[config.mk]
export PLATFORM = sky130hd
export DESIGN_NAME = char_scroller_flat
export DESIGN_NICKNAME = d
export VERILOG_FILES = /design/src/rtl/char_scroller_if.sv /design/src/rtl/char_scroller.sv /design/src/flat_wrapper.sv
export SDC_FILE = /design/constraint.sdc
export NUM_CORES = 1
export LEC_CHECK = 0
export ABC_AREA = 1
export BUFFER_PORTS_ARGS = -buffer_cell sky130_fd_sc_hd__buf_2
export CORE_MARGIN = 2
export CORE_UTILIZATION = 54
export CTS_CLUSTER_DIAMETER = 60
export DETAILED_ROUTE_END_ITERATION = 16
export PLACE_DENSITY = 0.76
export REMOVE_ABC_BUFFERS = 1
export SLEW_MARGIN = 30
export SYNTH_ARGS = -nofsm -noshare
export SYNTH_HDL_FRONTEND = slang
export SYNTH_SLANG_ARGS = --single-unit
[constraint.sdc]
create_clock -name CLOCK_50 -period 1.57 [get_ports CLOCK_50]
set_clock_uncertainty 0.15 [all_clocks]
set_input_delay 0.0785 -clock CLOCK_50 [delete_from_list [all_inputs] [get_ports CLOCK_50]]
set_output_delay 0.0785 -clock CLOCK_50 [all_outputs]
set_load 0.1 [all_outputs]
[src/rtl/char_scroller_if.sv]
// Purpose: control, write-port and window-output bundle for char_scroller.
// Latency: pure wiring, no storage.
// Backpressure: none; writes and control are always accepted.
//
// Signals:
//   en, dir, restart           scroll control (run/freeze, direction, soft restart)
//   wr_en, wr_addr, wr_data    one-slot-per-cycle message write port
//   code0..code4, pos, tick    visible window, window start slot, step pulse
interface char_scroller_if;
    logic       en;
    logic       dir;
    logic       restart;
    logic       wr_en;
    logic [2:0] wr_addr;
    logic [2:0] wr_data;
    logic [2:0] code0;
    logic [2:0] code1;
    logic [2:0] code2;
    logic [2:0] code3;
    logic [2:0] code4;
    logic [2:0] pos;
    logic       tick;

    // Drives control and writes, observes the window.
    modport master (
        output en, dir, restart, wr_en, wr_addr, wr_data,
        input  code0, code1, code2, code3, code4, pos, tick
    );

    // The scroller itself.
    modport slave (
        input  en, dir, restart, wr_en, wr_addr, wr_data,
        output code0, code1, code2, code3, code4, pos, tick
    );
endinterface

[src/rtl/char_scroller.sv]
// Purpose: 8-slot message of 3-bit character codes rotated past a 5-character window.
// Latency: pos/tick/codes change on the step edge; a write shows in the next cycle.
// Backpressure: none; writes are accepted every cycle, en=0 pauses the divider.
//
// Ports:
//   CLOCK_50   sole clock, rising edge
//   reset      synchronous active-high; restores RESET_MSG and clears the divider
//   bus        char_scroller_if.slave: control, write port, code0..code4, pos, tick
module char_scroller #(
    parameter int          TICK_COUNT = 50000000,
    parameter int          CNT_W      = 26,
    parameter logic [23:0] RESET_MSG  = 24'o44443210
) (
    input  logic            CLOCK_50,
    input  logic            reset,
    char_scroller_if.slave  bus
);

    // Terminal count; TICK_COUNT may be as large as 2^CNT_W, so TICK_COUNT-1 always fits.
    localparam logic [CNT_W-1:0] CNT_LAST = CNT_W'(TICK_COUNT - 1);

    logic [CNT_W-1:0] cnt;
    logic [2:0]       pos_q;
    logic             tick_q;
    logic [2:0]       msg [8];

    // Rate divider and window position.
    always_ff @(posedge CLOCK_50) begin
        if (reset) begin
            cnt    <= '0;
            pos_q  <= '0;
            tick_q <= 1'b0;
        end else if (bus.restart) begin
            cnt    <= '0;
            pos_q  <= '0;
            tick_q <= 1'b0;
        end else if (bus.en) begin
            if (cnt == CNT_LAST) begin
                cnt    <= '0;
                tick_q <= 1'b1;
                // dir only matters here, at the step edge; 3-bit math wraps mod 8.
                pos_q  <= bus.dir ? (pos_q - 3'd1) : (pos_q + 3'd1);
            end else begin
                cnt    <= cnt + CNT_W'(1);
                tick_q <= 1'b0;
            end
        end else begin
            // Frozen: count is paused, not cleared.
            tick_q <= 1'b0;
        end
    end

    // Message store. restart leaves the message alone and does not block writes;
    // only reset overrides a write.
    always_ff @(posedge CLOCK_50) begin
        if (reset) begin
            for (int i = 0; i < 8; i++) begin
                msg[i] <= RESET_MSG[3*i +: 3];
            end
        end else if (bus.wr_en) begin
            msg[bus.wr_addr] <= bus.wr_data;
        end
    end

    // Window taps: 3-bit index sums wrap mod 8 on their own.
    assign bus.code0 = msg[pos_q];
    assign bus.code1 = msg[pos_q + 3'd1];
    assign bus.code2 = msg[pos_q + 3'd2];
    assign bus.code3 = msg[pos_q + 3'd3];
    assign bus.code4 = msg[pos_q + 3'd4];
    assign bus.pos   = pos_q;
    assign bus.tick  = tick_q;

endmodule

[src/flat_wrapper.sv]
// flat-port wrapper written by rule: the top's interface ports become plain ports
module char_scroller_flat 
#(
    parameter int          TICK_COUNT = 50000000,
    parameter int          CNT_W      = 26,
    parameter logic [23:0] RESET_MSG  = 24'o44443210
)
  (CLOCK_50, reset, bus_en, bus_dir, bus_restart, bus_wr_en, bus_wr_addr, bus_wr_data, bus_code0, bus_code1, bus_code2, bus_code3, bus_code4, bus_pos, bus_tick);
  char_scroller_if bus_i ();
  input  logic CLOCK_50;
  input  logic reset;
  input wire logic [$bits(bus_i.en)-1:0] bus_en;
  input wire logic [$bits(bus_i.dir)-1:0] bus_dir;
  input wire logic [$bits(bus_i.restart)-1:0] bus_restart;
  input wire logic [$bits(bus_i.wr_en)-1:0] bus_wr_en;
  input wire logic [$bits(bus_i.wr_addr)-1:0] bus_wr_addr;
  input wire logic [$bits(bus_i.wr_data)-1:0] bus_wr_data;
  output wire logic [$bits(bus_i.code0)-1:0] bus_code0;
  output wire logic [$bits(bus_i.code1)-1:0] bus_code1;
  output wire logic [$bits(bus_i.code2)-1:0] bus_code2;
  output wire logic [$bits(bus_i.code3)-1:0] bus_code3;
  output wire logic [$bits(bus_i.code4)-1:0] bus_code4;
  output wire logic [$bits(bus_i.pos)-1:0] bus_pos;
  output wire logic [$bits(bus_i.tick)-1:0] bus_tick;
  assign bus_i.en = bus_en;
  assign bus_i.dir = bus_dir;
  assign bus_i.restart = bus_restart;
  assign bus_i.wr_en = bus_wr_en;
  assign bus_i.wr_addr = bus_wr_addr;
  assign bus_i.wr_data = bus_wr_data;
  assign bus_code0 = bus_i.code0;
  assign bus_code1 = bus_i.code1;
  assign bus_code2 = bus_i.code2;
  assign bus_code3 = bus_i.code3;
  assign bus_code4 = bus_i.code4;
  assign bus_pos = bus_i.pos;
  assign bus_tick = bus_i.tick;
  char_scroller #(.TICK_COUNT(TICK_COUNT), .CNT_W(CNT_W), .RESET_MSG(RESET_MSG)) u_core (.CLOCK_50(CLOCK_50), .reset(reset), .bus(bus_i));
endmodule
==> impl_metrics.json, run 1 <==
{
  "p_sw_w": 0.000992,
  "pre_cts_ws_ps": -210,
  "end_kind": "primary output",
  "setup_tns_ps": -5270,
  "clock_latency_ps": 340,
  "clockBufferDepth": 2,
  "rsz0062_at_grt": "yes",
  "postLayoutCoreUtil_pct": 79.8,
  "r2r-start": "u_core.bus.pos[0]$_SDFFE_PP0P_",
  "initial_core_util_pct": 56.3,
  "die_x_um": 85.6,
  "htree_levels": 3,
  "worst_slew_pin_slew_ps": 485,
  "worstHoldPathType": "input port to flip-flop",
  "design.core.area_um2": 6390,
  "rows": 29,
  "whs_path_depth": 3,
  "cts_tree": "done",
  "postSynthAreaPerCell_um2": 6.64,
  "grtUsageTotal_pct": 29.3,
  "p_per_area_nw_per_um2": 670,
  "cts_sinks": 57,
  "hold_path_end": "u_core.msg[3][0]$_SDFFCE_PN1P_",
  "cts.clk_slew.worst_paths_ps": 70,
  "power_w": 0.00341,
  "critical_path_class": "flip-flop to primary output",
  "fin_ws_ps": -433,
  "grt_overflow": 0,
  "grt_max_degree": 15,
  "max_freq_mhz": 499,
  "yosysWarnings": 0,
  "die-area_um2": 7330,
  "synth_top_cell_by_area": "edfxtp_1",
  "seqPwrFrac_pct": 47.4,
  "p_clk_share_pct": 35.5,
  "ios": 31,
  "finalNetCount": 653,
  "critical_path_peak_fanout": 6,
  "place_congestion": 0.913,
  "final_area_um2": 5090,
  "drc": 0,
  "drt_pass1_iterations": 6,
  "arrival_ps": 1770,
  "setup_violations": 18,
  "wl_per_cell_um": 15.4,
  "hp-start": "bus_wr_data[0]",
  "synth_seq_area_share_pct": 38.4,
  "netlist_instances": 541,
  "drt-vias-per-instance": 5.55,
  "cpPeakStageDelay_ps": 350,
  "vias": 3979,
  "layout_commonest_cell": "nand2_1",
  "die_h_um": 85.6,
  "ant_nets": 0,
  "root_buffer": "clkbuf_8",
  "drt_iter0_markers": 405,
  "fin_crit_ps": 2000,
  "postPlaceCellArea_um2": 4400,
  "period_share_pct": 128,
  "grt_antenna_before_repair": 0,
  "comb_power_share_pct": 17.2,
  "maxSlewViolCount": 0,
  "ys_ff_latch": 57,
  "grt_pass1_vias": 3660,
  "slew_headroom_pct": 67.9,
  "outcome": "finished with violations",
  "vdd_drop_max_mv": 0.678,
  "layout_common_cells": "nand2_1, nor2_1, inv_1, buf_4, o21ai_1",
  "crit_path_top_delay_cell": "dfxtp_2",
  "reg2reg_slack_ps": -90,
  "cp-start-kind": "flip-flop",
  "area_growth_pct": 41.7,
  "port_buffers": 30,
  "synth_cell_types": 31,
  "n_antenna_cell": 0,
  "path_cells": "inv_2 -> ha_4 -> inv_2 -> o21ai_0 -> o22a_1 -> buf_12",
  "rr_worst_depth": 9,
  "synth_area_um2": 3590,
  "netlist.area_leader.share_pct": 20.0,
  "drive_gt1_share_pct": 30.9,
  "ys_top_cells_by_area": "edfxtp_1, dfxtp_1, nand2_1, nor2_1, o21ai_0",
  "dp.final_hpwl_um": 7310,
  "wirelength_um": 11100,
  "finalHoldViolations": 0,
  "cts_buffers": 9,
  "violations": "negative setup slack",
  "grt_pass1_wl_um": 16800,
  "leakage_nw": 2.11,
  "cap_viol_max_count": 0,
  "power.share.switching_pct": 29.1,
  "p_int_w": 0.00242,
  "worst_ep_required_time_ps": 1340,
  "critPathMostFrequentCell": "inv_2"
}
[worst max-delay path by stage]
| stage | depth (start not counted) | to | start |
|---|---|---|---|
| floorplan | 4 | bus_code2[0] | u_core.bus.pos[0]$_SDFFE_PP0P_ |
| global placement | 7 | bus_code1[2] | u_core.bus.pos[0]$_SDFFE_PP0P_ |
| detailed placement | 7 | bus_code0[2] | flip-flop |
| CTS | 6 | bus_code1[1] | u_core.bus.pos[0]$_SDFFE_PP0P_ |
| global route | 6 | bus_code3[1] | u_core.bus.pos[0]$_SDFFE_PP0P_ |
| finish | 6 | bus_code3[1] | u_core.bus.pos[0]$_SDFFE_PP0P_ |
[metrics by stage]
stage                     hold WS [ps]  cells
after global placement             253    685
after detailed placement           266    685
after CTS                         17.8    711
after floorplan                   87.6    528
after global routing              35.6    717
final                             11.2    717
[logic make-up after synthesis]
logic type	Yosys count	synth area share, %
flip-flops	57	38.4
AND/OR/NAND/NOR	303	35.2
XOR/XNOR	14	3.41
adder cells (fa/ha/maj)	4	1.39
AO/OA/AOI/OAI	80	12.3
buffers and inverters	83	9.22
[final cells by class]
class                           instances  area (um2)
Clock buffer                           11         151
Clock inverter                          3        16.3
Fill cell                             426        1290
Inverter                               70         269
Multi-Input combinational cell        401        2160
Sequential cell                        57        1410
Tap cell                               77        96.3
Timing Repair Buffer                   95         968
Timing Repair inverter                  3        22.5
[power groups by stage]
stage               Clock [W]  Combinational, W  Sequential, W
floorplan                   0          0.000322        0.00163
global placement            0          0.000527        0.00164
detailed placement          0          0.000535        0.00165
CTS                   0.00121          0.000563        0.00161
global route          0.00127          0.000615        0.00162
finish                0.00121          0.000585        0.00162
[cell usage after synthesis]
library cell	n
buf_6	1
edfxtp_1	24
ha_1	4
xor2_1	8
and2_0	1
o22ai_1	1
inv_2	2
a21o_1	1
a211o_1	1
inv_1	67
a21oi_1	13
nand3_1	21
clkinv_1	1
o21ai_0	54
clkbuf_1	4
xnor2_1	6
nor2_2	9
dfxtp_1	33
nand3_2	2
buf_2	7
nor2_4	4
a21oi_2	1
buf_4	1
nor3_1	2
nand4_1	7
nand2_1	142
o22a_1	6
nand2_2	6
o21a_1	2
o2111ai_1	1
nor2_1	109
[sequential cells by signal, summed over array words and instances (netlist names), named ones only]
signal / flops
u_core.cnt: 26
u_core.bus.pos: 3
u_core.msg: 24
u_core.bus.tick: 1
[critical path: cells and delay by family, from the launching register on]
family	cells	cell delay [ps]
compound gates	2	460
buf+inv	3	320
fa+ha+maj	1	300
flops	1	350
[routing by layer]
layer / global-route usage, % / vias to the layer above / routed length [um]
li1: - / 1905 / -
met1: 38.5 / 1826 / 4640
met2: 47.4 / 204 / 5260
met3: 4.72 / 44 / 767
met4: 13.6 / 0 / 401
met5: 0 / - / 0
[timing repair]
item	CTS	global route
pin swaps	18	34
hold endpoints to repair	9	0
resized for setup	96	57
gates cloned	3	0
setup buffers	5	6
hold buffers	6	0
endpoints found under the setup margin	28	44
Power figures use the tool's default switching activity.
==> run 2, diff against run 1 <==
- GPL_TIMING_DRIVEN: unset -> 0
==> impl_metrics.json, run 2 (synthesis gave the netlist of run 1 again) <==
{
  "outcome": "finished with violations",
  "violations": "negative setup slack",
  "setup_tns_ps": -6540,
  "cts_sinks": 57,
  "initial_core_util_pct": 56.3,
  "die_x_um": 85.6,
  "rsz0062_at_grt": "yes",
  "cts_buffers": 9,
  "place_congestion": 0.948,
  "critical_path_class": "flip-flop to primary output",
  "arrival_ps": 1960,
  "cts.clk_slew.worst_paths_ps": 60,
  "p_per_area_nw_per_um2": 719,
  "grt_overflow": 0,
  "area_growth_pct": 33.2,
  "drc": 0,
  "grt_pass1_wl_um": 15500,
  "grt_max_degree": 21,
  "n_fill_cell": 439,
  "cap_viol_max_count": 0,
  "worst_slew_pin_slew_ps": 487,
  "largest_register_ffs": 26,
  "period_share_pct": 140,
  "cts_tree": "done",
  "vias": 3840,
  "ant_nets": 0,
  "path_delay_family": "buffers and inverters",
  "layout_commonest_cell": "nand2_1",
  "max_freq_mhz": 456,
  "cpPeakStageDelay_ps": 380,
  "die-area_um2": 7330,
  "design.core.area_um2": 6390,
  "drt_iter0_markers": 306,
  "grt_antenna_before_repair": 0,
  "cp_num_buf_inv": 3,
  "worst_ep_required_time_ps": 1340,
  "n_antenna_cell": 0,
  "postLayoutCoreUtil_pct": 75.0,
  "maxSlewViolCount": 0,
  "drive_gt1_share_pct": 27.6,
  "hp-start": "bus_wr_data[1]",
  "finalNetCount": 615,
  "htree_levels": 3,
  "rr_worst_depth": 7,
  "worstHoldPathType": "input port to flip-flop",
  "grtUsageTotal_pct": 27.0,
  "root_buffer": "clkbuf_8",
  "drt-vias-per-instance": 5.64,
  "dp.final_hpwl_um": 6200,
  "clockBufferDepth": 2,
  "critical_path_peak_fanout": 6,
  "wirelength_um": 10300,
  "critPathMostFrequentCell": "clkinvlp_4",
  "end_kind": "primary output",
  "grt_pass1_vias": 3385,
  "ios": 31,
  "whs_path_depth": 3,
  "crit_path_top_delay_cell": "dfxtp_4",
  "port_buffers": 30,
  "die_h_um": 85.6,
  "setup_violations": 19,
  "pre_cts_ws_ps": -1780,
  "layout_common_cells": "nand2_1, nor2_1, inv_1, edfxtp_1, o21ai_1",
  "finalHoldViolations": 0,
  "fin_crit_ps": 2190,
  "clock_latency_ps": 340,
  "path_cells": "clkinvlp_4 -> ha_4 -> clkinvlp_4 -> o21ai_1 -> o22a_1 -> buf_12",
  "r2r-start": "u_core.bus.pos[0]$_SDFFE_PP0P_",
  "reg2reg_slack_ps": -40,
  "cp-start-kind": "flip-flop",
  "wl_per_cell_um": 15.2,
  "slew_headroom_pct": 67.8,
  "rows": 29,
  "hold_path_end": "u_core.msg[3][1]$_SDFFCE_PN1P_",
  "vdd_drop_max_mv": 0.612,
  "drt_pass1_iterations": 6,
  "fin_ws_ps": -621,
  "leakage_nw": 1.88,
  "top_register": "u_core.cnt"
}
## run 2: worst max path at each step
stage                              end  slack [ps]                           start  cells past startpoint
after floorplan           bus_code2[0]       -2380  u_core.bus.pos[0]$_SDFFE_PP0P_                      4
after global placement    bus_code3[1]       -1670  u_core.bus.pos[0]$_SDFFE_PP0P_                      6
after detailed placement  bus_code3[1]       -1780  u_core.bus.pos[0]$_SDFFE_PP0P_                      6
after CTS                 bus_code3[2]        -510  u_core.bus.pos[0]$_SDFFE_PP0P_                      6
after global routing      bus_code3[1]        -670  u_core.bus.pos[0]$_SDFFE_PP0P_                      6
final                     bus_code3[2]        -620  u_core.bus.pos[0]$_SDFFE_PP0P_                      6
## run 2: layout make-up
type                       instances  area [um2]  area share [%]
clock buffer                      11         131            2.74
clock inverter                     5        46.3           0.967
inverter                          70         274            5.72
multi-input combinational        403        2190            45.8
sequential                        57        1420            29.7
tap                               77        96.3            2.01
timing repair buffer              55         602            12.6
timing repair inverter             3        22.5           0.470
## run 2: repair_timing
action / 4_1_cts / 5_1_grt
hold buffers: 7 / 1
pin swaps: 12 / 25
cloned: 3 / 2
resized for setup: 116 / 96
hold endpoints to repair: 12 / 7
setup buffers: 13 / 4
setup endpoints to repair: 41 / 42
## run 2: stage by stage
step / cell area, um2 / hold slack (ps) / std cells / power [W]
floorplan: 3530 / 87.6 / 528 / 0.00195
global placement: 3770 / 283 / 635 / 0.00205
detailed placement: 3770 / 290 / 635 / 0.00205
CTS: 4440 / 7.34 / 674 / 0.00339
global route: 4790 / 32.6 / 681 / 0.00354
finish: 4790 / 10.7 / 681 / 0.00344
## run 2: layer usage
metal | wire [um] | vias to the layer above | track usage, %
li1 | - | 1832 | -
met5 | 0 | - | 0
met3 | 809 | 44 | 6.16
met4 | 348 | 0 | 12.3
met2 | 4820 | 208 | 42.2
met1 | 4350 | 1756 | 35.7
## run 2: power breakdown
| group | internal (W) | total (W) | switching [W] | leakage (nW) |
|---|---|---|---|---|
| registers | 0.00157 | 0.00161 | 0.0000329 | 0.512 |
| logic | 0.000182 | 0.000567 | 0.000385 | 1.28 |
| clock network | 0.000715 | 0.00127 | 0.000555 | 0.0898 |
| total | 0.00247 | 0.00344 | 0.000973 | 1.88 |
## run 2: worst reg2reg max path: stages, from the launching register on
cell	delay, ps
dfxtp_4	380
clkinvlp_4	130
ha_4	340
buf_4	160
xnor2_1	130
nand2_1	70
nand2_1	80
nor2_1	50
==> run 3, diff against run 2 <==
- ABC_AREA: 1 -> unset
==> impl_metrics.json, run 3 <==
{
  "synth_edf_count": 24,
  "rsz0062_at_grt": "yes",
  "fin_ws_ps": -712,
  "cp-start-kind": "flip-flop",
  "die_x_um": 82.4,
  "grt.busiest_layer": "met2",
  "final_area_um2": 4710,
  "n_fill_cell": 277,
  "synth_seq_area_share_pct": 41.6,
  "cts.clk_slew.worst_paths_ps": 70,
  "layout_commonest_cell": "edfxtp_1",
  "path_cells": "buf_12 -> buf_4 -> mux2i_1 -> nand2_1 -> o21ai_1 -> a21oi_1 -> buf_6",
  "grt_antenna_before_repair": 0,
  "yosys-top-cells-count": "dfxtp_1, a21oi_1, edfxtp_1",
  "finalNetCount": 399,
  "top_register": "u_core.cnt",
  "seqPwrFrac_pct": 45.8,
  "ant_nets": 0,
  "slew_headroom_pct": 65.7,
  "max_freq_mhz": 438,
  "use_met3_pct": 6.96,
  "worst_ep_required_time_ps": 1340,
  "root_buffer": "clkbuf_8",
  "clockBufferDepth": 2,
  "drt-vias-per-instance": 7.13,
  "vdd_drop_max_mv": 0.565,
  "cts_tree": "done",
  "pre_cts_ws_ps": -1300,
  "die_h_um": 82.4,
  "design.core.area_um2": 5920,
  "rows": 28,
  "netlist_instances": 318,
  "async_flop_share_pct": 0,
  "yosysWarnings": 0,
  "die-area_um2": 6790,
  "power.share.switching_pct": 28.4,
  "initial_core_util_pct": 56.1,
  "clock_latency_ps": 350,
  "gr-usage-met2_pct": 47.3,
  "leakage_nw": 1.57,
  "synth_cell_types": 36,
  "finalHoldViolations": 0,
  "area_growth_pct": 41.7,
  "drive_gt1_share_pct": 53.9,
  "p_sw_w": 0.00100,
  "outcome": "finished with violations",
  "worst_slew_pin_slew_ps": 513,
  "p_per_area_nw_per_um2": 749,
  "crit_path_top_delay_cell": "dfxtp_4",
  "reg2reg_slack_ps": -580,
  "grtUsageTotal_pct": 29.5,
  "critical_path_peak_fanout": 8,
  "critical_path_class": "flip-flop to primary output",
  "fin_crit_ps": 2280,
  "drt_pass1_iterations": 5,
  "place_congestion": 0.872,
  "use_met1_pct": 37.8,
  "vias": 3300,
  "synth_most_common_cell": "dfxtp_1",
  "postSynthAreaPerCell_um2": 10.4,
  "cap_viol_max_count": 0,
  "grt_max_degree": 21,
  "grt_overflow": 0,
  "cp_num_buf_inv": 3,
  "n_antenna_cell": 0,
  "worstHoldPathType": "input port to flip-flop",
  "ys_top_cells_by_area": "edfxtp_1, dfxtp_1, mux4_2, mux2_2, a21oi_1",
  "violations": "negative setup slack",
  "p_int_w": 0.00252,
  "synth_area_um2": 3320,
  "ys_ff_latch": 57,
  "setup_violations": 47,
  "cts_buffers": 9,
  "cts_sinks": 57,
  "largest_register_ffs": 26,
  "arrival_ps": 2050,
  "ios": 31,
  "comb_power_share_pct": 15.8,
  "wl_per_cell_um": 25.8,
  "dp.final_hpwl_um": 4930,
  "wirelength_um": 11900,
  "grt_pass1_vias": 2841,
  "p_clk_share_pct": 38.4,
  "synthFlopType": "dfxtp_1",
  "cpPeakStageDelay_ps": 430,
  "grt_pass1_wl_um": 14600,
  "synth_top_cell_by_area": "edfxtp_1",
  "drc": 0,
  "drt_iter0_markers": 393,
  "netlist.area_leader.share_pct": 21.7,
  "period_share_pct": 145,
  "postPlaceCellArea_um2": 3480,
  "layout_common_cells": "edfxtp_1, buf_4, a21oi_2, and2_1, buf_6",
  "port_buffers": 30,
  "htree_levels": 3,
  "path_delay_family": "buffers and inverters",
  "end_kind": "primary output",
  "maxSlewViolCount": 0
}
[run 3: cell types whose count changed after synthesis, moves of 14 or more]
cell	previous run	this run
and2_1	0	17
inv_1	67	4
mux2_2	0	21
mux4_2	0	15
nand2_1	142	16
nand3_1	21	7
nor2_1	109	20
o21ai_0	54	12
or4_1	0	14
[run 3: power groups by stage]
stage | clock, W | combinational (W) | sequential (W)
6_report | 0.00135 | 0.000555 | 0.00162
5_1_grt | 0.00141 | 0.000574 | 0.00162
4_1_cts | 0.00131 | 0.000492 | 0.00161
3_5_place_dp | 0 | 0.000390 | 0.00166
3_3_place_gp | 0 | 0.000385 | 0.00165
2_1_floorplan | 0 | 0.000318 | 0.00164
[run 3: worst paths after layout]
check | start | to | depth (start not counted)
max | u_core.bus.pos[0]$_SDFFE_PP0P_ | bus_code2[2] | 7
min | bus_dir | u_core.bus.pos[1]$_SDFFE_PP0P_ | 4
max reg2reg | u_core.cnt[25]$_SDFFE_PP0P_ | u_core.cnt[17]$_SDFFE_PP0P_ | 7
min reg2reg | u_core.cnt[22]$_SDFFE_PP0P_ | u_core.cnt[22]$_SDFFE_PP0P_ | 2
[run 3: what timing repair did]
action | in CTS | in global routing
gates resized for setup | 112 | 85
setup endpoints to repair | 50 | 48
pin swaps | 10 | 16
buffers inserted | 22 | 11
hold buffers | 6 | 0
hold endpoints to repair | 27 | 0
cloned | 3 | 0
[run 3: through the flow]
step	util, %	hold slack (ps)	TNS (ps)	power, W	cells
after floorplan	-	76.1	-40290	0.00195	300
after global placement	58.8	266	-39640	0.00204	405
after detailed placement	58.8	281	-42190	0.00205	405
after CTS	73.2	3.85	-20690	0.00341	452
after global routing	79.5	33.3	-25280	0.00360	463
final	79.5	27.1	-24690	0.00353	463
[run 3: final cells by class]
| class | instances | area (um2) | share of cell area, % |
|---|---|---|---|
| inverter | 4 | 22.5 | 0.478 |
| timing repair buffer | 70 | 741 | 15.7 |
| clock inverter | 2 | 10.0 | 0.213 |
| tap | 75 | 93.8 | 1.99 |
| sequential | 57 | 1440 | 30.5 |
| multi-input combinational | 241 | 2220 | 47.2 |
| clock buffer | 14 | 183 | 3.88 |
[run 3: kinds of logic after synthesis]
kind of cell	share of synthesized area, %
xor gates and xnor gates	3.43
muxes	18.8
buffers and inverters	2.98
DFF	41.6
AOI/OAI and AO/OA	8.47
and+or+nand+nor	23.2
adders and majority gates	1.51
[run 3: worst register-to-register path, cell delays in order (launching register included)]
cell      delay, ps
dfxtp_1         420
nand4b_1        190
or4_4           590
buf_6           160
buf_6           120
o21bai_4        170
buf_6           170
a21oi_2          50
[run 3: metal layers]
metal	routed length (um)	share of wire, %	vias to the layer above
li1	-	-	1355
met1	4270	36	1561
met2	5640	47	293
met3	1290	11	91
met4	728	6.1	0
met5	0	0	-
